**config.mk**
```make
export PLATFORM = sky130hd
export DESIGN_NAME = button_packet_decoder
export DESIGN_NICKNAME = d
export VERILOG_FILES = /design/src/rtl/button_packet_decoder.sv
export SDC_FILE = /design/constraint.sdc
export NUM_CORES = 1
export LEC_CHECK = 0
export BUFFER_PORTS_ARGS = -buffer_cell sky130_fd_sc_hd__buf_2
export CAP_MARGIN = 20
export CORE_AREA = 5 5 113 115
export CTS_CLUSTER_DIAMETER = 40
export DETAILED_ROUTE_END_ITERATION = 10
export DIE_AREA = 0 0 118 120
export GPL_ROUTABILITY_DRIVEN = 1
export PLACE_DENSITY = 0.81
export SLEW_MARGIN = 20
export SYNTH_ARGS = -nofsm -noshare
export SYNTH_HDL_FRONTEND = slang
export SYNTH_SLANG_ARGS = --single-unit
export TNS_END_PERCENT = 30
```
**constraint.sdc**
```tcl
create_clock -name clk -period 2.56 [get_ports clk]
set_input_delay 0.512 -clock clk [delete_from_list [all_inputs] [get_ports clk]]
set_output_delay 0.512 -clock clk [all_outputs]
set_load 0.01 [all_outputs]
```
**src/rtl/button_packet_decoder.sv**
```systemverilog
// -----------------------------------------------------------------------------
// button_packet_decoder
//
// Turns UDP payload words from network_stack_rx into committed NES button
// bytes for 1..N_PLAYERS controllers. Every button byte is sent together with
// its complement. Packets that are out of order or replayed are rejected by
// their 8-bit sequence number. A watchdog clears all buttons if no good packet
// arrives for TIMEOUT_CYCLES cycles.
//
// Packet: word0 = {MAGIC, seq}, word1..N_PLAYERS = {btn_p, ~btn_p};
//         the packet ends on the first cycle with axiiv = 0.
//
// State table:
//   SYNC | wait for a gap in axiiv (reset may be released mid-packet)
//   IDLE | between packets, header checked on the first valid word
//   BODY | collecting button words into the shadow bytes
//   DROP | malformed packet, discard words until the gap
//
// Ports:
//   clk        eth_refclk domain clock
//   rst        synchronous reset, active low
//   axiiv      payload word valid, high for the whole packet
//   axiid      payload word
//   buttons    committed buttons, player p in [8p+7:8p]
//   update     one-cycle pulse on each commit
//   link_lost  high while there is no valid link
//   good_cnt   accepted packets (saturating)
//   drop_cnt   malformed packets (saturating)
//   stale_cnt  sequence-rejected packets (saturating)
// -----------------------------------------------------------------------------
module button_packet_decoder #(
    parameter int           N_PLAYERS      = 2,
    parameter logic [7:0]   MAGIC          = 8'hB7,
    parameter int           TIMEOUT_CYCLES = 1000000,
    parameter int           CNT_W          = 16
) (
    input  logic                   clk,
    input  logic                   rst,
    input  logic                   axiiv,
    input  logic [15:0]            axiid,
    output logic [8*N_PLAYERS-1:0] buttons,
    output logic                   update,
    output logic                   link_lost,
    output logic [CNT_W-1:0]       good_cnt,
    output logic [CNT_W-1:0]       drop_cnt,
    output logic [CNT_W-1:0]       stale_cnt
);

    localparam bit             WD_EN    = (TIMEOUT_CYCLES > 0);
    localparam int             WD_W     = (TIMEOUT_CYCLES > 1) ? $clog2(TIMEOUT_CYCLES) : 1;
    localparam logic [WD_W-1:0] WD_TC   = WD_EN ? WD_W'(TIMEOUT_CYCLES - 1) : '0;
    localparam logic [2:0]     IDX_MAX  = 3'(N_PLAYERS);
    localparam logic [2:0]     IDX_FULL = 3'(N_PLAYERS + 1);

    typedef enum logic [1:0] {
        SYNC = 2'd0,
        IDLE = 2'd1,
        BODY = 2'd2,
        DROP = 2'd3
    } state_t;

    state_t                   state, state_nxt;
    logic [2:0]               idx, idx_nxt;
    logic [7:0]               seq_cur, seq_nxt;
    logic [7:0]               last_seq;
    logic                     seq_valid;
    logic [8*N_PLAYERS-1:0]   shadow;
    logic [WD_W-1:0]          watchdog;
    logic [7:0]               seq_diff;

    logic                     shadow_we;
    logic                     commit;
    logic                     drop_inc;
    logic                     stale_inc;

    assign seq_diff = seq_cur - last_seq;

    // The gap cycle that ends a BODY packet is the evaluation cycle: the
    // verdict is taken combinationally here and registered at its edge, so
    // the last word at cycle T shows up on buttons at T+2.
    always_comb begin
        state_nxt = state;
        idx_nxt   = idx;
        seq_nxt   = seq_cur;
        shadow_we = 1'b0;
        commit    = 1'b0;
        drop_inc  = 1'b0;
        stale_inc = 1'b0;
        case (state)
            SYNC: begin
                if (!axiiv) state_nxt = IDLE;
            end
            IDLE: begin
                if (axiiv) begin
                    if (axiid[15:8] != MAGIC) begin
                        state_nxt = DROP;
                    end else begin
                        seq_nxt   = axiid[7:0];
                        idx_nxt   = 3'd1;
                        state_nxt = BODY;
                    end
                end
            end
            BODY: begin
                if (axiiv) begin
                    if ((axiid[7:0] != ~axiid[15:8]) || (idx > IDX_MAX)) begin
                        state_nxt = DROP;
                    end else begin
                        shadow_we = 1'b1;
                        idx_nxt   = idx + 3'd1;
                    end
                end else begin
                    state_nxt = IDLE;
                    if (idx != IDX_FULL) begin
                        drop_inc = 1'b1;
                    end else if (seq_valid && ((seq_diff == 8'd0) || seq_diff[7])) begin
                        // diff of 0 is a replay, 128..255 is behind us (mod 256)
                        stale_inc = 1'b1;
                    end else begin
                        commit = 1'b1;
                    end
                end
            end
            DROP: begin
                if (!axiiv) begin
                    drop_inc  = 1'b1;
                    state_nxt = IDLE;
                end
            end
            default: state_nxt = SYNC;
        endcase
    end

    always_ff @(posedge clk) begin
        if (!rst) begin
            state     <= SYNC;
            idx       <= 3'd0;
            seq_cur   <= 8'd0;
            last_seq  <= 8'd0;
            seq_valid <= 1'b0;
            shadow    <= '0;
            buttons   <= '0;
            update    <= 1'b0;
            link_lost <= 1'b1;
            watchdog  <= '0;
            good_cnt  <= '0;
            drop_cnt  <= '0;
            stale_cnt <= '0;
        end else begin
            state   <= state_nxt;
            idx     <= idx_nxt;
            seq_cur <= seq_nxt;
            update  <= commit;

            for (int p = 0; p < N_PLAYERS; p++) begin
                if (shadow_we && (idx == 3'(p + 1))) shadow[8*p +: 8] <= axiid[15:8];
            end

            // Commit has priority over a timeout landing on the same edge.
            if (commit) begin
                buttons   <= shadow;
                last_seq  <= seq_cur;
                seq_valid <= 1'b1;
                link_lost <= 1'b0;
                watchdog  <= '0;
            end else if (WD_EN && !link_lost) begin
                if (watchdog == WD_TC) begin
                    buttons   <= '0;
                    link_lost <= 1'b1;
                    seq_valid <= 1'b0;
                    watchdog  <= '0;
                end else begin
                    watchdog <= watchdog + WD_W'(1);
                end
            end

            if (commit && (good_cnt != '1))     good_cnt  <= good_cnt + CNT_W'(1);
            if (drop_inc && (drop_cnt != '1))   drop_cnt  <= drop_cnt + CNT_W'(1);
            if (stale_inc && (stale_cnt != '1)) stale_cnt <= stale_cnt + CNT_W'(1);
        end
    end

endmodule

```
## After elaboration in Yosys (flattened, before gate mapping)

Index checks and enable logic that the tools add are counted.

- $add $sub $neg: 6
- Order comparisons: 1
- Equal/unequal tests: 19
- Mux-type cells: 36
- Bitwise operators: 3
- Reductions and logical operators: 18

Operator list:

| kind | count |
|---|---|
| 16-bit by 1-bit adder with 16-bit output (second input constant) | 3 |
| 16-bit 2-to-1 mux | 3 |
| 16-bit != test (second input constant) | 3 |
| 1-bit 2-to-1 mux | 21 |
| 20-bit by 1-bit adder with 20-bit output (second input constant) | 1 |
| 20-bit equality test (second input constant) | 1 |
| 20-bit 2-to-1 mux | 1 |
| 3-bit 2-to-1 mux | 4 |
| 2-bit != test (second input constant) | 5 |
| 8-bit zero test | 1 |
| 2-bit 2-to-1 mux | 4 |
| 8-bit != test | 1 |
| 8-bit != test (second input constant) | 1 |
| 8-bit inverter | 1 |
| 8-bit subtractor | 1 |
| 1-bit logical AND | 6 |
| 2-bit case mux with 3 select lines | 1 |
| 3-bit case mux with 2 select lines | 1 |
| 3-bit AND reduction | 2 |
| 5-bit AND reduction | 1 |
| 2-bit equality test (second input constant) | 2 |
| 2-bit nonzero test | 2 |
| 2-bit OR reduction | 2 |
| 3-bit by 1-bit adder with 3-bit output (second input constant) | 1 |
| other kinds (12) | 14 |

- Register bits: 124
- Input bits: 19
- Output and inout bits: 66
- Word-level logic and storage cells: 97

## Depth between registers and ports, before layout

Gate-level depths: netlist (run 1).

- Depth in word-level cells: 10
- Depth in mapped cells: 12
- Mapped depth without buffers: 10

## Worst setup path before layout (run 1)

OpenSTA, ideal clock, no wires.

- Kind: register to register
- From: register seq_cur[0]
- To: register stale_cnt[8]
- Setup time: 0.132 ns
- Arrival: 2.419 ns
- Required time: 2.428 ns
- Setup slack: 0.008 ns
- Stages on the path, launching flop included: 13
- Buffers on the path: 2
- Period minus slack after synthesis: 2.552 ns
- Path through: dfxtp_1 > inv_1 > ha_1 > fa_1 > nor2b_1 > o22ai_1 > xor2_1 > o2111ai_2 > o21a_1 > buf_4 > buf_2 > o31ai_1 > a21oi_1

- Longest elaborated chain between the ends: 9

Ends and longest elaborated chain:

| what | RTL line | source |
|---|---|---|
| start: declaration | 64 | `logic [7:0] seq_cur, seq_nxt;` |
| start signal: assignment | 152 | `seq_cur <= seq_nxt;` |
| 8-bit subtractor (*) | 76 | `assign seq_diff = seq_cur - last_seq;` |
| 8-bit zero test | 116 | `end else if (seq_valid && ((seq_diff == 8'd0) \|\| seq_diff[7])) begin` |
| 1-bit logical OR (*) | 116 |  |
| 1-bit logical AND (*) | 116 |  |
| 1-bit 2-to-1 mux (*) | 116 |  |
| 1-bit 2-to-1 mux (*) | 114 | `if (idx != IDX_FULL) begin` |
| 1-bit 2-to-1 mux (*) | 105 | `if (axiiv) begin` |
| 1-bit 2-to-1 mux (*) | 89 | `case (state)` |
| 1-bit logical AND (*) | 179 | `if (stale_inc && (stale_cnt != '1)) stale_cnt <= stale_cnt + CNT_W'(1);` |
| end signal: assignment | 179 |  |
| end: declaration | 46 | `output logic [CNT_W-1:0] stale_cnt` |

Mark *: on every way between the ends. The rest lies on a longest branch, timed or not.
A chain may end at the register's enable or synchronous reset.

## Worst setup path after layout (run 1)

- From: register seq_cur[0]
- To: register good_cnt[11]

- Longest elaborated chain between the ends: 9

Ends and longest elaborated chain:

| what | RTL line | source |
|---|---|---|
| 8-bit subtractor (*) | 76 |  |
| 8-bit zero test | 116 |  |
| 1-bit logical OR (*) | 116 |  |
| 1-bit logical AND (*) | 116 |  |
| 1-bit 2-to-1 mux (*) | 116 |  |
| 1-bit 2-to-1 mux (*) | 114 |  |
| 1-bit 2-to-1 mux (*) | 105 |  |
| 1-bit 2-to-1 mux (*) | 89 |  |
| 1-bit logical AND (*) | 177 | `if (commit && (good_cnt != '1)) good_cnt <= good_cnt + CNT_W'(1);` |
| end signal: assignment | 177 |  |
| end: declaration | 44 | `output logic [CNT_W-1:0] good_cnt,` |

Marked as above.

==> results.json, run 1 <==
{
  "timing.hold.worst.class": "input pin to flop",
  "leakagePower_nw": 3.155,
  "drt_pass1_iterations": 5,
  "ir_drop_uv": 449.3,
  "finalPower_mw": 4.445,
  "yosys_warnings": 0,
  "path_class": "flop to flop",
  "tritoncts": "yes",
  "worst_slack_ns": -0.06010,
  "nNetsFinal": 856,
  "antenna_cells": 0,
  "fin_tns_setup_ns": -0.5466,
  "cp-start-kind": "flop",
  "grt_max_degree": 44,
  "cts.htree.levels": 4,
  "die_x_um": 118,
  "grt_pass1_vias": 5111,
  "tightest_slew_ns": 0.8604,
  "viasPerCell": 5.637,
  "final_common_cell": "dfxtp_1",
  "die_area_sq_um": 14160,
  "violations": "negative setup slack",
  "rr_worst_depth": 14,
  "max_stage_delay_ns": 0.37,
  "gp_congestion": 0.8446,
  "cts.sinks": 124,
  "whs_ns": 0.3633,
  "run_status": "complete, but fails checks",
  "crit_arrival_ns": 2.97,
  "fin_crit_sh": 1.023,
  "io_pins": 85,
  "clk_latency_ns": 0.42,
  "cts-hold-fix-buffers": 0,
  "max-cap-violations": 0,
  "hold_depth": 3,
  "ys_types": 67,
  "synth_area_sq_um": 5952,
  "synth_ff_type": "dfxtp_1",
  "wire_per_inst_um": 15.59,
  "r2r-start": "seq_cur[0]",
  "synthArstFlopShare": 0,
  "num_rows": 40,
  "holdPathEnd": "seq_cur[4]",
  "yosysSeqAreaShare": 0.4171,
  "cts_buffer_depth": 2,
  "grt_setup_unrepaired": "true",
  "drc_errors": 0,
  "hold_path.startpoint": "axiid[4]",
  "setup-violations-final": 17,
  "cp_common_cell": "buf_4",
  "syn_to_final_growth_pct": 32.54,
  "r2r_end": "good_cnt[11]",
  "relSlewSlack": 0.4211,
  "ant_nets": 0,
  "synth-seq-cells": 124,
  "slew_viol_final": 0,
  "initial_utilization": 0.5082,
  "crit_family": "buffers and inverters",
  "power_density_nw_per_um2": 563.5,
  "routed_wl_um": 15220,
  "synth_edf_count": 0,
  "avgSynthCellArea_sq_um": 8.503,
  "fin_area_sq_um": 7889,
  "fillers": 940,
  "fmax_mhz": 381.7,
  "clk_pin_slew_ns": 0.06,
  "drive_gt1_frac": 0.2979,
  "cp-end-kind": "flop",
  "core_sq_um": 11710,
  "crit_required_ns": 2.91,
  "path_cells": "inv_2, ha_4, fa_2, nor2b_4, o22ai_2, xor2_1, o2111ai_2, buf_4, o211ai_4, buf_6, buf_12, buf_4, or3_1, a21oi_2",
  "grt_pass1_wl_um": 23740,
  "synth_fp_nets": 739,
  "skew_ns": 0.01075,
  "dp_hpwl_um": 9291,
  "cts_buffers": 17,
  "grt-ovfl-total": 0,
  "vias": 5502,
  "synth_cells": 700,
  "layout_min_cycle_time_ns": 2.620,
  "place_area_sq_um": 6659,
  "drt_iter0_drc": 503,
  "crit_fanout": 7,
  "hold_viol": 0,
  "path_buf_inv": 5,
  "gr-usage-all-layers": 0.2001,
  "antenna_found_initial": 0,
  "port_buffers": 84,
  "reg2reg_setup_slack_ns": -0.06,
  "cts-root-buf": "clkbuf_16",
  "cp_slowest_cell": "fa_2",
  "die_h_um": 120,
  "final_cell_mix": "120 x dfxtp_1, 84 x buf_2, 80 x nor2_1"
}
[logic make-up after synthesis]
group	after synthesis	synth area share
compound gates	125	0.1350
simple gates	295	0.2432
flops	124	0.4171
fa+ha+maj	20	0.04331
xor+xnor	41	0.06033
buf+inv	64	0.04877
mux	31	0.05234
[timing repair]
action | in CTS | in global routing
resized for setup | 30 | 93
endpoints found under the hold margin | 0 | 0
setup endpoints to repair | 67 | 73
cloned | 2 | 4
pin swaps | 26 | 35
setup buffers | 7 | 1
[sequential cells by signal, indices dropped and copies added (netlist names)]
name and cells:
seq_valid 1, shadow 16, link_lost 1, idx 3, state 2, drop_cnt 16, last_seq 8, seq_cur 8
buttons 16, watchdog 20, stale_cnt 16, update 1, good_cnt 16
[tightest hold or removal path, stage by stage]
cell and delay, ns:
buf_2 0.10, mux2i_1 0.07, nor2_1 0.07
[Yosys cell counts, types with 2 or more instances]
library cell	instances	area, sq um
inv_1	28	105.1
buf_2	4	20.02
o21ai_0	40	200.2
xnor2_1	21	183.9
buf_4	6	45.04
and3b_1	2	17.52
nor3_1	10	50.05
a311oi_1	2	17.52
clkbuf_1	20	75.07
o21a_1	4	30.03
ha_1	19	237.7
nor2_1	83	311.6
and3_1	10	62.56
nor3b_1	2	15.01
and2_1	2	12.51
o221a_2	3	33.78
nand2_1	68	255.2
inv_2	2	7.510
o41ai_1	2	17.52
nor2b_1	7	43.79
dfxtp_1	124	2482
and4_1	4	35.03
or4_1	8	60.06
xor2_1	20	175.2
nor4_1	5	31.28
o311ai_0	2	17.52
buf_6	3	33.78
nand2b_1	4	25.02
nand4b_1	3	26.28
nand3_1	51	255.2
o31ai_1	10	75.07
nand4_1	11	68.82
o21ai_1	7	35.03
mux2i_1	30	300.3
a21oi_1	31	155.2
a21o_1	2	15.01
a31oi_1	4	25.02
or3_1	17	106.4
[stage by stage]
step,instances,setup WS (ns),utilization
after floorplan,700,0.008204,-
after global placement,931,-0.1067,0.5686
after detailed placement,931,-0.1925,0.5686
after CTS,971,-0.04107,0.6360
after global routing,976,-0.1971,0.6736
final,976,-0.06010,0.6736
[power breakdown]
group          internal [mW]  switching [mW]
registers               1.94          0.0171
clock network           1.40           0.873
logic                 0.0796           0.134
total                   3.42            1.02
[area by class of cell]
| cell class | instances | area, sq um | share of cell area |
|---|---|---|---|
| well taps | 147 | 183.9 | 0.02331 |
| repair buffers | 132 | 984.7 | 0.1248 |
| flip-flops and latches | 124 | 2487 | 0.3153 |
| inverters | 30 | 112.6 | 0.01427 |
| multi-input cells | 512 | 3558 | 0.4511 |
| clock buffers | 20 | 466.7 | 0.05916 |
| clock inverters | 11 | 95.09 | 0.01205 |
[layer usage]
| metal | vias up | GRT usage | wire length, um |
|---|---|---|---|
| met5 | - | 0 | 0 |
| met4 | 0 | 0.07168 | 184 |
| met3 | 19 | 0.05985 | 751 |
| met2 | 145 | 0.3306 | 7590 |
| met1 | 2635 | 0.2474 | 6688 |
| li1 | 2703 | - | - |
[how the worst max path moves through the flow]
stage | start | to | slack [ns] | cells after the start
floorplan | seq_cur[0] | stale_cnt[8] | 0.008 | 12
global placement | seq_cur[0] | good_cnt[15] | -0.11 | 12
detailed placement | seq_cur[0] | last_seq[6] | -0.19 | 13
CTS | seq_cur[0] | good_cnt[12] | -0.04 | 13
global route | last_seq[3] | good_cnt[9] | -0.20 | 13
finish | seq_cur[0] | good_cnt[11] | -0.06 | 14
Note: power is estimated with default switching activity, not from simulation.
==> run 2: changes to the inputs <==
--- a/config.mk
+++ b/config.mk
@@ -7,12 +7,13 @@
 export LEC_CHECK = 0
 export BUFFER_PORTS_ARGS = -buffer_cell sky130_fd_sc_hd__buf_2
 export CAP_MARGIN = 20
-export CORE_AREA = 5 5 113 115
+export CORE_AREA = 2 2 110 112
 export CTS_CLUSTER_DIAMETER = 40
 export DETAILED_ROUTE_END_ITERATION = 10
-export DIE_AREA = 0 0 118 120
+export DIE_AREA = 0 0 112 114
 export GPL_ROUTABILITY_DRIVEN = 1
 export PLACE_DENSITY = 0.81
+export REMOVE_ABC_BUFFERS = 1
 export SLEW_MARGIN = 20
 export SYNTH_ARGS = -nofsm -noshare
 export SYNTH_HDL_FRONTEND = slang
==> run 2 against run 1 <==
Against the previous run:
- the flow still finishes with violations (negative setup slack)
- clock skew fell by 0.0033 ns
- sequential share of layout area increased by 0.50 points
- combinational power is essentially flat
- critical path type unchanged
- largest power group unchanged
==> results.json, run 2 (synthesis results as in run 1) <==
{
  "run_status": "complete, but fails checks",
  "violations": "negative setup slack",
  "crit_fanout": 6,
  "grt_pass1_wl_um": 23900,
  "cp-start-kind": "flop",
  "cp-end-kind": "flop",
  "grt_pass1_vias": 5204,
  "max_stage_delay_ns": 0.37,
  "crit_arrival_ns": 2.91,
  "final_cells": 978,
  "pwr-share-clk": 0.518,
  "fmax_mhz": 384.9,
  "cp_slowest_cell": "fa_2",
  "gp_congestion": 0.8430,
  "dp_slack_ns": -0.1940,
  "drive_gt1_frac": 0.2768,
  "viasPerCell": 5.548,
  "antenna_found_initial": 0,
  "grt_use_met1": 0.2851,
  "fillers": 958,
  "cts.sinks": 124,
  "num_rows": 40,
  "crit_required_ns": 2.87,
  "die_area_sq_um": 12770,
  "port_buffers": 84,
  "worst_slack_ns": -0.03821,
  "power_density_nw_per_um2": 580.4,
  "ir_drop_uv": 469.2,
  "tightest_slew_ns": 0.7427,
  "fin_area_sq_um": 7772,
  "largest_reg_flops": 20,
  "slew_viol_final": 0,
  "relSlewSlack": 0.5049,
  "die_x_um": 112,
  "fin_tns_setup_ns": -0.2734,
  "timing.hold.worst.class": "input pin to flop",
  "final_cell_mix": "118 x dfxtp_1, 84 x buf_2, 83 x nor2_1",
  "finalPower_mw": 4.511,
  "nNetsFinal": 857,
  "grt_setup_unrepaired": "true",
  "clk_latency_ns": 0.42,
  "max-cap-violations": 0,
  "cts_buffer_depth": 2,
  "grt-ovfl-total": 0,
  "whs_ns": 0.3690,
  "met2_usage": 0.3826,
  "p_switching_mw": 1.115,
  "drt_pass1_iterations": 5,
  "path_cells": "inv_2, ha_4, fa_2, nor2b_4, o22ai_2, xor2_1, o2111ai_4, o211ai_4, clkbuf_16, buf_4, nor2_1, o221a_2",
  "dp.cells": 930,
  "wire_per_inst_um": 14.79,
  "regMostFlops": "watchdog",
  "die_h_um": 114,
  "io_pins": 85,
  "place_area_sq_um": 6676,
  "drt_iter0_drc": 380,
  "layout_min_cycle_time_ns": 2.598,
  "grtUsageMet3": 0.05579,
  "antenna_cells": 0,
  "ant_nets": 0,
  "p_comb_frac": 0.047,
  "tritoncts": "yes",
  "cts-root-buf": "clkbuf_16",
  "syn_to_final_growth_pct": 30.59,
  "gr-max-usage-layer": "met2",
  "core_sq_um": 11710,
  "skew_ns": 0.007417,
  "p_int_mw": 3.396,
  "power_frac_seq": 0.434,
  "utilization": 0.6637,
  "drc_errors": 0,
  "vias": 5426,
  "gr-usage-all-layers": 0.2281,
  "swShare": 0.2472,
  "dp_hpwl_um": 8896,
  "clk_pin_slew_ns": 0.06,
  "routed_wl_um": 14470,
  "grt_max_degree": 25,
  "path_class": "flop to flop",
  "cts_buffers": 17,
  "initial_utilization": 0.5082,
  "final_common_cell": "dfxtp_1",
  "fin_crit_sh": 1.015,
  "hold_viol": 0,
  "setup-violations-final": 18,
  "leakagePower_nw": 3.166,
  "cts.htree.levels": 4
}
run 2: cell types whose count changed in the layout (fill, tap and decap cells not counted), moves of 5 or more:
cell      before  now
o21ai_0       19   35
nand3_2       13    0
buf_4         27   34
clkinv_2       5    0
inv_6          0    6
nand3_1       35   51
o21ai_2        8    2
o21ai_1       21   10
run 2: what timing repair did:
item                       CTS  global route
hold buffers                 0             0
setup buffers               12             4
setup endpoints to repair   49            73
gates resized for setup     31            55
gates cloned                 2             0
pin swaps                   33            32
run 2: final timing paths:
kind                            slack (ns)        from  cells after the start           end
worst max-delay path                 -0.04  seq_cur[0]                     12  good_cnt[12]
worst max register to register       -0.04  seq_cur[0]                     12  good_cnt[12]
worst min-delay path                  0.37    axiid[4]                      3    seq_cur[4]
worst min register to register        0.45   shadow[1]                      2    buttons[1]
run 2: power groups by stage:
stage	registers, mW	logic [mW]	clock network, mW
finish	1.96	0.213	2.34
global route	1.96	0.239	2.47
CTS	1.96	0.211	2.37
detailed placement	2.00	0.208	0
global placement	2.00	0.205	0
floorplan	2.00	0.115	0
run 2: layout make-up:
| cell class | count | area (sq um) | area share |
|---|---|---|---|
| Multi-Input combinational cell | 512 | 3496 | 0.4498 |
| Sequential cell | 124 | 2490 | 0.3203 |
| Timing Repair Buffer | 133 | 909.6 | 0.1170 |
| Inverter | 30 | 112.6 | 0.01449 |
| Clock buffer | 17 | 425.4 | 0.05473 |
| Clock inverter | 15 | 155.1 | 0.01996 |
| Tap cell | 147 | 183.9 | 0.02366 |
run 2: layer usage:
metal | vias to the layer above | part of all wire | wire length, um
met5 | - | 0 | 0
met1 | 2556 | 0.45 | 6500
met2 | 144 | 0.48 | 6997
met4 | 0 | 0.019 | 270
li1 | 2704 | - | -
met3 | 22 | 0.048 | 697
run 2: worst max-delay path, delay by kind of cell, from the launching register on:
kind	cells	cell delay (ns)
AOI/OAI and AO/OA	4	0.83
xor gates and xnor gates	1	0.26
adders and majority gates	2	0.52
buffers and inverters	3	0.36
DFF	1	0.33
and+or+nand+nor	2	0.19
